**src/rtl/updown_step_arbiter.sv**
```systemverilog
// Round-robin arbiter that grants one requester a burst of up/down step pulses on a shared counter.
// Optional saturation guard: define UDSA_SAT_GUARD_EN to stop bursts at the counter limits.
module updown_step_arbiter #(
  parameter int unsigned NREQ = 4,
  parameter int unsigned CW   = 8,
  parameter int unsigned LW   = 4
) (
  input  logic                     clk,
  input  logic                     reset,
  input  logic [NREQ-1:0]          req_valid,
  input  logic [NREQ-1:0]          req_dir,
  input  logic [NREQ*LW-1:0]       req_len,
  output logic [NREQ-1:0]          req_ready,
  input  logic [CW-1:0]            cnt_value,
  output logic                     cnt_step,
  output logic                     cnt_up,
  output logic                     busy,
  output logic [$clog2(NREQ)-1:0]  grant_id,
  output logic                     done,
  output logic                     sat_hit
);

  localparam int unsigned IDW = $clog2(NREQ);

  typedef enum logic [1:0] {
    S_IDLE = 2'd0,
    S_RUN  = 2'd1,
    S_DONE = 2'd2
  } state_t;

  state_t          state_q, state_d;
  logic [IDW-1:0]  rr_q, rr_d;
  logic [IDW-1:0]  gid_q, gid_d;
  logic            dir_q, dir_d;
  logic [LW-1:0]   rem_q, rem_d;
  logic            sat_q, sat_d;

  logic            win_found;
  logic [IDW-1:0]  win_idx;
  logic [IDW-1:0]  cand;
  logic            win_dir;
  logic [LW-1:0]   win_len;
  logic            at_limit;

  // First valid requester scanning upward from rr_q, wrapping at NREQ.
  always_comb begin
    win_found = 1'b0;
    win_idx   = '0;
    cand      = '0;
    for (int unsigned k = 0; k < NREQ; k++) begin
      cand = IDW'((32'(rr_q) + k >= NREQ) ? (32'(rr_q) + k - NREQ) : (32'(rr_q) + k));
      if (!win_found && req_valid[cand]) begin
        win_found = 1'b1;
        win_idx   = cand;
      end
    end
  end

  // Winner's payload.
  always_comb begin
    win_dir = 1'b0;
    win_len = '0;
    for (int unsigned i = 0; i < NREQ; i++) begin
      if (win_idx == IDW'(i)) begin
        win_dir = req_dir[i];
        win_len = req_len[i*LW +: LW];
      end
    end
  end

`ifdef UDSA_SAT_GUARD_EN
  assign at_limit = dir_q ? (cnt_value == {CW{1'b1}}) : (cnt_value == {CW{1'b0}});
`else
  logic cnt_unused;
  assign cnt_unused = ^cnt_value;
  assign at_limit   = 1'b0;
`endif

  // Next-state and output decode.
  always_comb begin
    state_d   = state_q;
    rr_d      = rr_q;
    gid_d     = gid_q;
    dir_d     = dir_q;
    rem_d     = rem_q;
    sat_d     = sat_q;
    req_ready = '0;
    cnt_step  = 1'b0;
    cnt_up    = 1'b0;
    unique case (state_q)
      S_IDLE: begin
        if (win_found && !reset) begin
          req_ready = NREQ'(1) << win_idx;
          gid_d     = win_idx;
          dir_d     = win_dir;
          rem_d     = win_len;
          sat_d     = 1'b0;
          state_d   = (win_len == '0) ? S_DONE : S_RUN;
        end
      end
      S_RUN: begin
        if (at_limit) begin
          // Step would wrap past the limit: drop it and close the burst.
          sat_d   = 1'b1;
          state_d = S_DONE;
        end else begin
          cnt_step = 1'b1;
          cnt_up   = dir_q;
          rem_d    = rem_q - LW'(1);
          if (rem_q == LW'(1)) state_d = S_DONE;
        end
      end
      S_DONE: begin
        rr_d    = (32'(gid_q) == NREQ - 1) ? '0 : gid_q + IDW'(1);
        state_d = S_IDLE;
      end
      default: state_d = S_IDLE;
    endcase
  end

  always_ff @(posedge clk or posedge reset) begin
    if (reset) begin
      state_q <= S_IDLE;
      rr_q    <= '0;
      gid_q   <= '0;
      dir_q   <= 1'b0;
      rem_q   <= '0;
      sat_q   <= 1'b0;
    end else begin
      state_q <= state_d;
      rr_q    <= rr_d;
      gid_q   <= gid_d;
      dir_q   <= dir_d;
      rem_q   <= rem_d;
      sat_q   <= sat_d;
    end
  end

  // Status outputs decode straight from flops; sat_q stays 0 without the guard.
  assign busy     = (state_q == S_RUN);
  assign done     = (state_q == S_DONE);
  assign grant_id = gid_q;
  assign sat_hit  = sat_q;

endmodule
```
**config.mk**
```make
export PLATFORM = sky130hd
export DESIGN_NAME = updown_step_arbiter
export DESIGN_NICKNAME = d
export VERILOG_FILES = /design/src/rtl/updown_step_arbiter.sv
export SDC_FILE = /design/constraint.sdc
export NUM_CORES = 1
export LEC_CHECK = 0
export ABC_CLOCK_PERIOD_IN_PS = 2400
export BUFFER_PORTS_ARGS = -buffer_cell sky130_fd_sc_hd__buf_2
export CORE_MARGIN = 2
export CORE_UTILIZATION = 44
export DETAILED_ROUTE_END_ITERATION = 16
export MAX_ROUTING_LAYER = met4
export PLACE_DENSITY = 0.83
export SLEW_MARGIN = 20
export SYNTH_ARGS = -nofsm -noshare
export SYNTH_HDL_FRONTEND = slang
export SYNTH_SLANG_ARGS = --single-unit
```
**constraint.sdc**
```tcl
create_clock -name clk -period 2.4 [get_ports clk]
set_clock_uncertainty 0.2 [all_clocks]
set_input_delay 0.48 -clock clk [delete_from_list [all_inputs] [get_ports clk]]
set_output_delay 0.48 -clock clk [all_outputs]
set_load 0.005 [all_outputs]
```
### Word level (Yosys, flattened, before mapping)

Index checks and enable logic that the tools add are counted.

* input bits: 34
* bits in registers: 11
* logic and storage cells: 86

* reductions and logical operators: 15
* equal/unequal tests: 9
* shift operators: 1
* order comparisons: 8
* mux-type cells: 39
* $add $sub $neg: 9

Operator list (count)
* 2-to-1 mux 4 bit: 7
* 2-to-1 mux 2 bit: 12
* 2-to-1 mux 1 bit: 14
* less-than comparator 2 x 3 -> 1 bit (second input constant): 4
* greater-or-equal comparator 3 bit (second input constant): 3
* binary-select mux 1 bit (select 2 bit): 4
* == test 2 bit (second input constant): 4
* case mux 4 bit (2 select lines): 1
* subtractor 2 x 1 -> 2 bit (second input constant): 4
* adder 2 x 2 -> 3 bit (second input constant): 2
* AND reduction 2 bit: 3
* == test 2 x 1 -> 1 bit (second input constant): 2
* == test 4 x 1 -> 1 bit (second input constant): 1
* logical AND 1 bit: 4
* zero test 1 bit: 4
* zero test 2 bit: 2
* zero test 4 bit: 1
* case mux 2 bit (2 select lines): 1
* << shifter 1 x 2 -> 4 bit (first input constant): 1
* subtractor 4 x 1 -> 4 bit (second input constant): 1
* adder 2 x 1 -> 3 bit (second input constant): 1
* greater-or-equal comparator 2 x 3 -> 1 bit (second input constant): 1
* adder 2 x 1 -> 2 bit (second input constant): 1
* inequality test 2 x 1 -> 1 bit (second input constant): 1
* other kinds (2): 2

### Longest topological paths before layout

* depth after elaboration: 23
* mapped depth: 7
* gate-level depth less buffers: 6

### Least setup slack after synthesis

Ideal clock, no wire load.

* path type: in2reg
* start: in req_valid[1]
* end: reg state_q[0]
* arrival time: 1.864 ns
* path slack: 0.182 ns
* data required time: 2.046 ns
* setup time: 0.154 ns
* path buffers: 1
* cell stages on the path: 7
* path through: or3b_1 -> o221ai_2 -> buf_6 -> mux2i_1 -> mux2i_1 -> nor4_2 -> o22ai_1

* word-level cells in the longest chain between the ends: 21

Ends and longest elaborated chain
* start: declaration: line 10 `input logic [NREQ-1:0] req_valid,`
* binary-select mux 1 bit (select 2 bit): line 52 `if (!win_found && req_valid[cand]) begin`
* 2-to-1 mux 1 bit (not written as such): line 52
* 2-to-1 mux 1 bit: line 52
* zero test 1 bit: line 52
* logical AND 1 bit: line 52
* 2-to-1 mux 1 bit: line 52
* zero test 1 bit: line 52
* logical AND 1 bit: line 52
* [... 2 more ...]
* logical AND 1 bit: line 52
* 2-to-1 mux 2 bit: line 52
* zero test 2 bit: line 64 `if (win_idx == IDW'(i)) begin`
* 2-to-1 mux 4 bit (4 in series): line 64
* zero test 4 bit: line 98 `state_d = (win_len == '0) ? S_DONE : S_RUN;`
* 2-to-1 mux 2 bit: line 98
* 2-to-1 mux 2 bit: line 92 `if (win_found && !reset) begin`
* case mux 2 bit (2 select lines): line 90 `unique case (state_q)`
* end signal: assignment: line 130 `state_q <= state_d;`
* end: declaration: line 31 `state_t state_q, state_d;`

Parallel ways exist; a longest one is shown, timed or not. The select of a mux whose other input is x is not followed.
A chain may end at the register's enable or synchronous reset.

### Worst setup path after layout

* start: reg rr_q[1]
* end: out req_ready[3]

* word-level cells in the longest chain between the ends: 17

Ends and longest elaborated chain
* start: declaration: line 32 `logic [IDW-1:0] rr_q, rr_d;`
* start signal: assignment: line 131 `rr_q <= rr_d;`
* parallel branches: the longest is 15 deep, another holds adder 2 x 1 -> 3 bit
* 2-to-1 mux 4 bit *: line 92
* 2-to-1 mux 4 bit *: line 90
* end: declaration: line 13 `output logic [NREQ-1:0] req_ready,`

Every way passes the cells marked *. The select of a mux whose other input is x is not followed.

==> metrics.txt <==
Core Box Area 1900 um2; proportion of layout cells with a drive suffix above 1 45.8%; combinational share of power between 60% and 70%; synthesis warning total 0; DIE AREA 2340 um2; Synth area leaders dfrtp_1 (32%), mux2i_1 (16%), nor2_1 (5.2%); H-Tree Depth 1; Area Growth Syn to Fin 41.1%; status finished, final reports clean; Power Dens Cells roughly 1100 nW/um2; buffer and inverter count on the worst path 2; Hold WS 0.00633 ns; unrepaired setup endpoints after global routing yes; most frequent cells in the layout buf_2 (35), mux2i_1 (13), buf_4 (13); initial antenna violation count 0; peak supply drop between 600 and 700 uV; internal power 787 uW; final setup fails 0; Critical Path AT 1.70 ns; Max Slew Vio Count 0; n_diodes 0; Fin. Hold Viols 0; Tmin final 2.38 ns; vias after detailed routing 876; CTS tree built; cell taking the most area after synthesis dfrtp_1; net count reported at finish roughly 180; Mean Syn Cell Area just over 9 um2; CTS buffer count 3; Core Util, Final 64.1%; synth unique cells 31; boundary pin count 45; CTS root buffer clkbuf_4; clock sink count 11; final setup margin between 0.02 and 0.025 ns; Post-DRT Antenna Nets 0; Max Cap Viol 0; CP Launch Type register; Remaining Overflow, GRT 0; Pre-Repair DR Iteration Count 4; clock buffer depth 2; slowest stage delay, CP approximately 0.46 ns; placed inst area 1120 um2; commonest non-fill, non-tap cell in the layout buf_2; Setup Crit Path Kind register to output pin; Mapped Area 865 um2; Worst Path Max Fanout 6; Wirelength per Cell 12.0 um; leakage about 0.63 nW; detailed placement HPWL 1640 um; first-pass GRT wire length about 3400 um; number of I/O port buffers 35; final wirelength around 2000 um; switching power between 500 and 600 uW; Fill cells 155; critical path's slowest cell dfrtp_2; Clock Power Share 9.6%; post-DR vias/cell 5.12; GR Util All Layers 19.0%; family with the most delay on the worst path flip-flops; fmax 421 MHz; flops & latches, synth 11; sequential area share after synthesis 31.8%; pre-CTS setup slack -0.170 ns; Initial Util a little under half; post-synth top area share a little under a third; clock-pin slew on the worst setup and hold paths 0.06 ns; syn nets 131; Sw Ratio between 40% and 50%; initial drt markers 14; Die X 48.3 um; worst path cell trace a21boi_1 > o221ai_4 > buf_4 > nand2b_1 > nor2_1 > buf_2; total power about 1.3 mW; design area 1220 um2; Final Cycle Share 99.1%; # DRC 0; Syn Inst Count 94; Worst-Skew Late Latency 0.28 ns; Sequential Power Share 28.8%; vias in the first global route 844; Req. time, crit path 1.72 ns; Hold Path Class primary input to async pin; Rows 16; largest net degree at the start of global routing 12; RD Place Congestion 0.777; Critical Path End Type output pin; Die Span Y 48.3 um
[repair_timing]
| item | 4_1_cts | 5_1_grt |
|---|---|---|
| endpoints found under the setup margin | 3 | 5 |
| hold buffers | 0 | 0 |
| gates resized for setup | 4 | 4 |
| cloned | 0 | 0 |
| buffers inserted | 1 | 3 |
[logic make-up (layout without fill, tap and decap cells)]
logic type,count (synthesis),after routing,synth area share (%)
AOI/OAI and AO/OA,22,22,19.7
buffers and inverters,9,59,5.64
and+or+nand+nor,31,31,17.9
muxes,17,17,20.1
other,1,1,0.434
adders and majority gates,3,3,4.34
DFF,11,11,31.8
[layer usage]
| metal | global-route usage, % | part of all wire (%) | wire [um] | vias to the layer above |
|---|---|---|---|---|
| li1 | - | - | - | 441 |
| met1 | 21.3 | 41 | 842 | 410 |
| met3 | 5.25 | 4.7 | 96 | 3 |
| met5 | - | 0 | 0 | - |
| met4 | 6.19 | 0.98 | 20 | 0 |
| met2 | 32.9 | 53 | 1090 | 22 |
[area by class of cell]
cell class / instances / area [um2] / area share [%]
tap: 27 / 33.8 / 2.77
clock buffer: 4 / 26.3 / 2.15
multi-input combinational: 74 / 567 / 46.5
inverter: 6 / 22.5 / 1.85
timing repair buffer: 49 / 293 / 24.0
sequential: 11 / 278 / 22.8
[path summary, 6_finish.rpt]
kind                          from           end  slack (ns)  cells after the start
max                        rr_q[1]  req_ready[3]        0.02                      6
min                          reset   grant_id[1]       0.006                      2
max reg2reg                rr_q[1]    state_q[0]        0.06                      7
min reg2reg                  dir_q         dir_q        0.30                      2
max in group asynchronous    reset       rr_q[0]        1.68                      2
min in group clk             dir_q         dir_q        0.30                      2
[sequential cells by signal, indices dropped and copies added, names as in the netlist]
signal and flops:
dir_q 1, rr_q 2, rem_q 4, state_q 2, grant_id 2
[Yosys cell counts]
| cell | number |
|---|---|
| a21oi_1 | 5 |
| nor2_1 | 12 |
| o21a_1 | 1 |
| nor3_1 | 2 |
| ha_1 | 3 |
| mux2_2 | 3 |
| buf_4 | 2 |
| nor4_2 | 1 |
| a21boi_1 | 1 |
| o221ai_2 | 1 |
| or2b_1 | 1 |
| o41ai_1 | 1 |
| o21ai_0 | 6 |
| inv_1 | 6 |
| a221o_1 | 2 |
| a2bb2oi_2 | 2 |
| nand3_1 | 1 |
| dfrtp_1 | 11 |
| o41a_1 | 1 |
| or3b_1 | 1 |
| conb_1 | 1 |
| buf_6 | 1 |
| a21o_2 | 1 |
| nor2b_1 | 1 |
| nand2_1 | 7 |
| o22ai_1 | 1 |
| nand3b_1 | 1 |
| mux2i_1 | 14 |
| nand2b_1 | 2 |
| and2_1 | 1 |
| nor3b_1 | 1 |
[power groups by stage]
stage	combinational, mW	clock (mW)	sequential [mW]
2_1_floorplan	0.527	0	0.354
3_3_place_gp	0.704	0	0.368
3_5_place_dp	0.736	0	0.372
4_1_cts	0.783	0.132	0.377
5_1_grt	0.912	0.141	0.398
6_report	0.815	0.127	0.382
[per-stage QoR]
stage          setup TNS (ns)  std cells
3_3_place_gp          -0.0384        163
4_1_cts                     0        168
6_report                    0        171
2_1_floorplan               0         94
5_1_grt                -0.121        171
3_5_place_dp           -0.439        163
(Power assumes the default switching activity.)
